[src/rtl/dca_tensor_scalar_accumulator.sv]
// Signed reduction stage: sums cfg_count products per group and presents the sum on a valid/ready register.
// Optional build macro DCA_TENSOR_ACC_SATURATE_EN makes out_scalar saturate instead of wrap on overflow.
module dca_tensor_scalar_accumulator #(
   parameter int BW_SCALAR = 32,
   parameter int BW_ACC    = 48,
   parameter int BW_COUNT  = 16
) (
   input  logic                 clk,
   input  logic                 rst,
   input  logic                 enable,
   input  logic                 start,
   input  logic [BW_COUNT-1:0]  cfg_count,
   input  logic                 cfg_repeat,
   input  logic                 in_valid,
   input  logic [BW_SCALAR-1:0] in_value,
   output logic                 in_ready,
   output logic                 out_valid,
   input  logic                 out_ready,
   output logic [BW_ACC-1:0]    out_acc,
   output logic [BW_SCALAR-1:0] out_scalar,
   output logic                 out_overflow,
   output logic                 busy
);

   typedef enum logic [1:0] {IDLE, ACCUM, HOLD} state_t;

   state_t                state;
   logic [BW_ACC-1:0]     acc;
   logic [BW_COUNT-1:0]   cnt;
   logic [BW_COUNT-1:0]   count_q;
   logic                  repeat_q;

   logic [BW_ACC-1:0]     ext;
   logic [BW_ACC-1:0]     sum;
   logic [BW_ACC-BW_SCALAR:0] hi;
   logic                  sum_ovf;
   logic [BW_SCALAR-1:0]  sum_scalar;
   logic                  last_beat;

   assign ext       = BW_ACC'($signed(in_value));
   assign sum       = acc + ext;
   // The sum fits in signed BW_SCALAR only when every bit from the scalar sign bit up is identical.
   assign hi        = sum[BW_ACC-1:BW_SCALAR-1];
   assign sum_ovf   = ~((&hi) | ~(|hi));
   assign last_beat = (cnt == count_q - BW_COUNT'(1));

`ifdef DCA_TENSOR_ACC_SATURATE_EN
   assign sum_scalar = !sum_ovf       ? sum[BW_SCALAR-1:0] :
                       sum[BW_ACC-1]  ? {1'b1, {(BW_SCALAR-1){1'b0}}} :
                                        {1'b0, {(BW_SCALAR-1){1'b1}}};
`else
   assign sum_scalar = sum[BW_SCALAR-1:0];
`endif

   assign in_ready = (state == ACCUM) & enable;
   assign busy     = (state != IDLE);

   always_ff @(posedge clk or posedge rst) begin
      if (rst) begin
         state        <= IDLE;
         acc          <= '0;
         cnt          <= '0;
         count_q      <= '0;
         repeat_q     <= 1'b0;
         out_valid    <= 1'b0;
         out_acc      <= '0;
         out_scalar   <= '0;
         out_overflow <= 1'b0;
      end else if (enable) begin
         case (state)
            IDLE: begin
               if (start) begin
                  count_q  <= cfg_count;
                  repeat_q <= cfg_repeat;
                  acc      <= '0;
                  cnt      <= '0;
                  if (cfg_count != '0) begin
                     state <= ACCUM;
                  end else begin
                     state        <= HOLD;
                     out_valid    <= 1'b1;
                     out_acc      <= '0;
                     out_scalar   <= '0;
                     out_overflow <= 1'b0;
                  end
               end
            end
            ACCUM: begin
               if (in_valid) begin
                  acc <= sum;
                  cnt <= cnt + BW_COUNT'(1);
                  if (last_beat) begin
                     state        <= HOLD;
                     out_valid    <= 1'b1;
                     out_acc      <= sum;
                     out_scalar   <= sum_scalar;
                     out_overflow <= sum_ovf;
                  end
               end
            end
            HOLD: begin
               if (out_ready) begin
                  if (repeat_q) begin
                     acc <= '0;
                     cnt <= '0;
                     // A zero-length group re-presents a zero sum immediately.
                     if (count_q != '0) begin
                        state     <= ACCUM;
                        out_valid <= 1'b0;
                     end else begin
                        out_acc      <= '0;
                        out_scalar   <= '0;
                        out_overflow <= 1'b0;
                     end
                  end else begin
                     state     <= IDLE;
                     out_valid <= 1'b0;
                  end
               end
            end
            default: state <= IDLE;
         endcase
      end
   end

endmodule

[config.mk]
export PLATFORM = sky130hd
export DESIGN_NAME = dca_tensor_scalar_accumulator
export DESIGN_NICKNAME = d
export VERILOG_FILES = /design/src/rtl/dca_tensor_scalar_accumulator.sv
export SDC_FILE = /design/constraint.sdc
export NUM_CORES = 1
export LEC_CHECK = 0
export ABC_CLOCK_PERIOD_IN_PS = 4200
export CORE_UTILIZATION = 45
export DETAILED_ROUTE_END_ITERATION = 12
export PLACE_DENSITY = 0.82
export SYNTH_ARGS = -nofsm -noshare
export SYNTH_HDL_FRONTEND = slang
export SYNTH_SLANG_ARGS = --single-unit
[constraint.sdc]
create_clock -name clk -period 4.2 [get_ports clk]
set_input_delay 0.84 -clock clk [delete_from_list [all_inputs] [get_ports clk]]
set_output_delay 0.84 -clock clk [all_outputs]
set_load 0.1 [all_outputs]
Word level (Yosys, flattened, before mapping)

Cells that the tools add are included.
W data, S select, Z words.

Logic and storage cells: 89
Register bits after elaboration: 165
Input port bits: 55

Reduce and logical (&&, ||, !) cells: 12
Add/subtract/negate cells: 3
Muxes and demuxes: 50
Bitwise logic cells: 4
Equality and inequality tests: 11

Operators with widths:

| operator                | number |
|---|---|
| $mux W48                | 11 |
| $pmux W48 S3            | 2 |
| $mux W32                | 7 |
| $pmux W32 S3            | 1 |
| $mux W16                | 4 |
| $add A48 B48 Y48        | 1 |
| $pmux W16 S3            | 1 |
| $reduce_bool A16 Y1     | 2 |
| $reduce_and A17 Y1      | 1 |
| $reduce_or A17 Y1       | 1 |
| $add A16 B1 Y16 const B | 1 |
| $eq A16 B16 Y1          | 1 |
| $sub A16 B1 Y16 const B | 1 |
| $mux W1                 | 14 |
| $mux W2                 | 7 |
| $ne A2 B2 Y1 const B    | 7 |
| $reduce_and A6 Y1       | 2 |
| $reduce_and A9 Y1       | 1 |
| $reduce_and A8 Y1       | 1 |
| $pmux W1 S3             | 2 |
| $pmux W2 S3             | 1 |
| $ne A3 B3 Y1 const B    | 1 |
| $reduce_and A3 Y1       | 1 |
| $reduce_bool A3 Y1      | 1 |
| 7 further kinds         | 8 |

Logic depth before layout (Yosys ltp)

Depth after elaboration: 8
Gate-level depth with buffers: 13
Depth with buffers taken out: 13

Worst setup path before layout

OpenSTA, ideal clock, no wires.

Kind: input port to flip-flop
Start point: input port in_value[0]
End point: register out_overflow
Buffers on the path: 0
Slack: 0.343 ns
Setup time: 0.134 ns
Arrival time: 3.723 ns
Stages: 13
Cells stage by stage: ha_1 -> fa_1 -> a21o_1 -> a221o_1 -> a21oi_1 -> o211ai_1 -> a211oi_1 -> o21ai_1 -> xor2_1 -> nor4b_2 -> nand3_1 -> nor4b_2 -> a211oi_1

Cells in the longest elaborated chain, start to end: 8

Ends and longest elaborated chain:

| element              | line | RTL |
|---|---|---|
| start, declared      | 15   | `input logic [BW_SCALAR-1:0] in_value,` |
| $add A48 B48 Y48 *   | 41   | `assign sum = acc + ext;` |
| $reduce_or A17 Y1    | 44   | `assign sum_ovf = ~((&hi) \| ~(\|hi));` |
| $not A1 Y1           | 44   |  |
| $or A1 B1 Y1 *       | 44   |  |
| $not A1 Y1 *         | 44   |  |
| $mux W1 *            | 92   | `if (last_beat) begin` |
| $mux W1 *            | 89   | `if (in_valid) begin` |
| $pmux W1 S3 *        | 70   | `case (state)` |
| end signal, assigned | 97   | `out_overflow <= sum_ovf;` |
| end, declared        | 21   | `output logic out_overflow,` |

Every way passes the cells marked *; elsewhere a longest branch is shown, timed or not. The select of a mux whose other input is x is not followed.
A chain may end at the register's enable or synchronous reset.

Worst setup path after layout

Same ends and word-level chain as after synthesis.

==> run_results.csv <==
group,metric,value,unit
global_route,track_usage,0.260,
route,drt_iter0_markers,789,
global_route,first_global_vias,8573,
route,dr_wl_met2,12.0,mm
pwr,power_density,866,mW/mm^2
critical_path,critPathKind,"primary input to register",
logic_synthesis,synthArstFlopShare,1.00,
pwr,design_power_total,10.1,mW
logic_synthesis,synth_fa_ha_area_frac,0.0700,
pwr,vdd.ir_drop.worst,0.667,mV
die,ios,139,
logic_synthesis,synth_top_family_by_area,"simple AND/OR/NAND/NOR gates",
timing,tns,0,ps
timing,slew_violations,0,
layout,synthToLayoutAreaGrowth,28.9,%
logic_synthesis,synth.distinct_cells,71,
logic_synthesis,synth_top_area_share,0.368,
global_route,grt_max_degree,134,
timing,slew_headroom,0.306,
placement,place_hpwl,19.3,mm
critical_path,rrSetupSlack,390,ps
logic_synthesis,ys_ff_latch,133,
critical_path,r2r-end,"out_overflow",
clocking,cts_tree,"built",
timing,setup_viol,0,
clocking,cts_buffer_depth,2,
logic_synthesis,synth.yosys.seq_area_share,0.368,
critical_path,endpoint_kind,"register",
timing,fmax,246,MHz
pwr,p_leak,5.16,nW
logic_synthesis,synthTopCellsByCount,"nand2_1, o21ai_0, dfrtp_1",
critical_path,critPathBufInv,2,
hold_path,hp-start,"acc[15]",
logic_synthesis,synth_xor_area_frac,0.0668,
layout,post-route-util,0.595,
logic_synthesis,synth_most_common_cell,"nand2_1",
timing,finalCriticalPeriod,4060,ps
die,dieArea,0.0207,sq mm
route,drc,0,
logic_synthesis,yosys_warnings,0,
die,coreArea,0.0196,sq mm
clocking,root_buffer,"clkbuf_16",
layout,layout-drive-gt1-share,0.136,
critical_path,cp-startpoint,"in_value[0]",
logic_synthesis,syn_area,0.00905,sq mm
critical_path,crit_family,"compound AO/OA/AOI/OAI gates",
global_route,grt_pass1_wl,41.9,mm
timing,rsz0062_at_grt,"false",
die,rows,51,
route,wl_per_cell,16.7,microns
global_route,antenna_found_initial,0,
flow_run,cap_viol_max_count,0,
route,firstDrtPassIters,6,
timing,tightest_slew,1040,ps
clocking,cts.clk_slew.worst_paths,60,ps
die,die_w,144,microns
timing,skew,9.08,ps
critical_path,worst-path-stages,15,
run_status,status,"complete, no violations",
critical_path,slowest_delay,410,ps
route,wl_met1,11.3,mm
route,avgViaCountPerCell,5.74,
clocking,clock-sinks,133,
logic_synthesis,synth_edf_count,0,
logic_synthesis,synth_top_cell_by_area,"dfrtp_1",
logic_synthesis,syn_nets,1193,
critical_path,slowest_stage,"clkdlybuf4s50_1",
placement,place_congestion,0.977,
critical_path,reg2regPathDepth,13,
logic_synthesis,netlist_instances,1088,
route,wl_met3,1.90,mm
clocking,insertion_delay,430,ps
layout,antenna_cells,0,
timing,period_share,0.967,
critical_path,crit_path_start_kind,"primary input",
logic_synthesis,ys_dominant_reg_cell,"dfrtp_1",
logic_synthesis,synthTopCellsByArea,"dfrtp_1, nand2_1, o21ai_0, ha_1, xnor2_1",
hold_path,hold_class,"register to register",
placement,port_buffers,138,
route,routed.top_layer,"met4",
die,die_h,144,microns
critical_path,crit_end,"out_overflow",
critical_path,path_cells,"clkdlybuf4s50_1 -> ha_1 -> fa_1 -> a21o_1 -> a221o_1 -> a21oi_1 -> o211ai_1 -> a211oi_1 -> buf_4 -> xnor2_1 -> nand3_1 -> nor4_1 -> nand3_1 -> nor4b_2 -> a211oi_1",
logic_synthesis,synth-simple-area-share,0.212,
die,initial_core_util,0.462,
layout,fill_cells,1660,
route,antenna_left,0,
route,wl,25.7,mm
timing,hold_viol_final,0,
critical_path,cp.arrival,4350,ps
route,num_vias,8810,
layout,seq_area,0.00333,sq mm
layout,multi_input_area,0.00520,sq mm
critical_path,worst_ep_required_time,4490,ps
critical_path,r2r-start,"count_q[0]",
clocking,numCtsBuffers,17,
hold_path,min_path_cells,2,
critical_path,crit_fanout,3,
clocking,cts_max_level,4,
layout,final_nets,1361,
logic_synthesis,yosys-mux-area-fraction,0.0220,
logic_synthesis,synth-compound-area-share,0.201,
global_route,overflow,0,
logic_synthesis,synth_area_per_cell,8.32,sq um
placed cells by master, fill, tap and decap left out, types with 6 or more instances in the layout:
cell type | netlist | final
a31oi_1 | 11 | 11
o211ai_1 | 8 | 8
nand2_1 | 203 | 202
xnor2_1 | 37 | 36
buf_4 | 32 | 106
clkdlybuf4s50_1 | 0 | 137
inv_1 | 18 | 17
nor3_1 | 19 | 19
ha_1 | 49 | 49
nand3_1 | 31 | 31
or3_1 | 8 | 8
o31ai_1 | 6 | 6
xor2_1 | 32 | 32
a22o_1 | 7 | 7
mux2_2 | 15 | 15
a21oi_1 | 60 | 59
and3_1 | 11 | 11
o21ai_0 | 135 | 135
a21o_1 | 18 | 18
dfrtp_1 | 133 | 133
nand2b_1 | 12 | 12
clkinv_2 | 0 | 6
nor2_1 | 51 | 50
a211oi_1 | 6 | 6
nor4_1 | 11 | 11
nand4_1 | 24 | 24
clkbuf_16 | 0 | 17
area by class of cell:
type	instances	share of cell area
inverter	19	0.00644
clock buffer	20	0.0392
timing repair buffer	244	0.188
clock inverter	12	0.00697
tap	265	0.0284
sequential	133	0.285
multi-input combinational	841	0.446
state kept, by name (all words and copies together), names as in the netlist:
| register | cells |
|---|---|
| repeat_q | 1 |
| out_valid | 1 |
| out_acc | 48 |
| out_overflow | 1 |
| count_q | 16 |
| acc | 48 |
| state | 2 |
| cnt | 16 |
cells by family (layout without fill, tap and decap cells):
kind of cell / after synthesis / in the layout
muxes: 18 / 18
adders and majority gates: 50 / 50
buffers and inverters: 114 / 295
xor gates and xnor gates: 69 / 69
and+or+nand+nor: 407 / 407
AOI/OAI and AO/OA: 297 / 297
DFF: 133 / 133
per-layer routing:
metal  track usage  up-vias
li1              -     4193
met1         0.346     4242
met2         0.416      339
met3        0.0530       36
met4        0.0941        0
met5             0        -
how the worst min path moves through the flow:
stage	slack, ps	to
after floorplan	450	acc[37]
after global placement	470	out_acc[42]
after detailed placement	480	acc[15]
after CTS	490	acc[15]
after global routing	500	out_acc[41]
final	480	acc[15]
tightest hold or removal path: cells and delay by family, from the launching register on:
| family | cells | cell delay [ps] |
|---|---|---|
| AO/OA/AOI/OAI | 1 | 60 |
| AND/OR/NAND/NOR | 1 | 50 |
| flip-flops | 1 | 340 |
through the flow:
stage | cells | hold WS, ps | setup WS (ps) | cell area (sq um)
floorplan | 1088 | 453 | 343 | 9050
global placement | 1502 | 465 | -213 | 11100
detailed placement | 1502 | 475 | -302 | 11100
CTS | 1534 | 489 | 104 | 11600
global route | 1534 | 503 | 2.71 | 11700
finish | 1534 | 485 | 139 | 11700
report_power, final:
| group | total (mW) | internal (mW) | leakage [nW] | switching, mW |
|---|---|---|---|---|
| sequential | 2.10 | 1.72 | 1.76 | 0.386 |
| combinational | 6.62 | 2.23 | 3.14 | 4.39 |
| clock | 1.38 | 0.783 | 0.270 | 0.596 |
what timing repair did:
action / 4_1_cts / 5_1_grt
hold buffers: 0 / 0
gates resized for setup: 0 / 4
hold endpoints to repair: 0 / 0
buffers inserted: 0 / 0
setup endpoints to repair: 0 / 1
No activity file was read; power rests on OpenSTA's default activity.
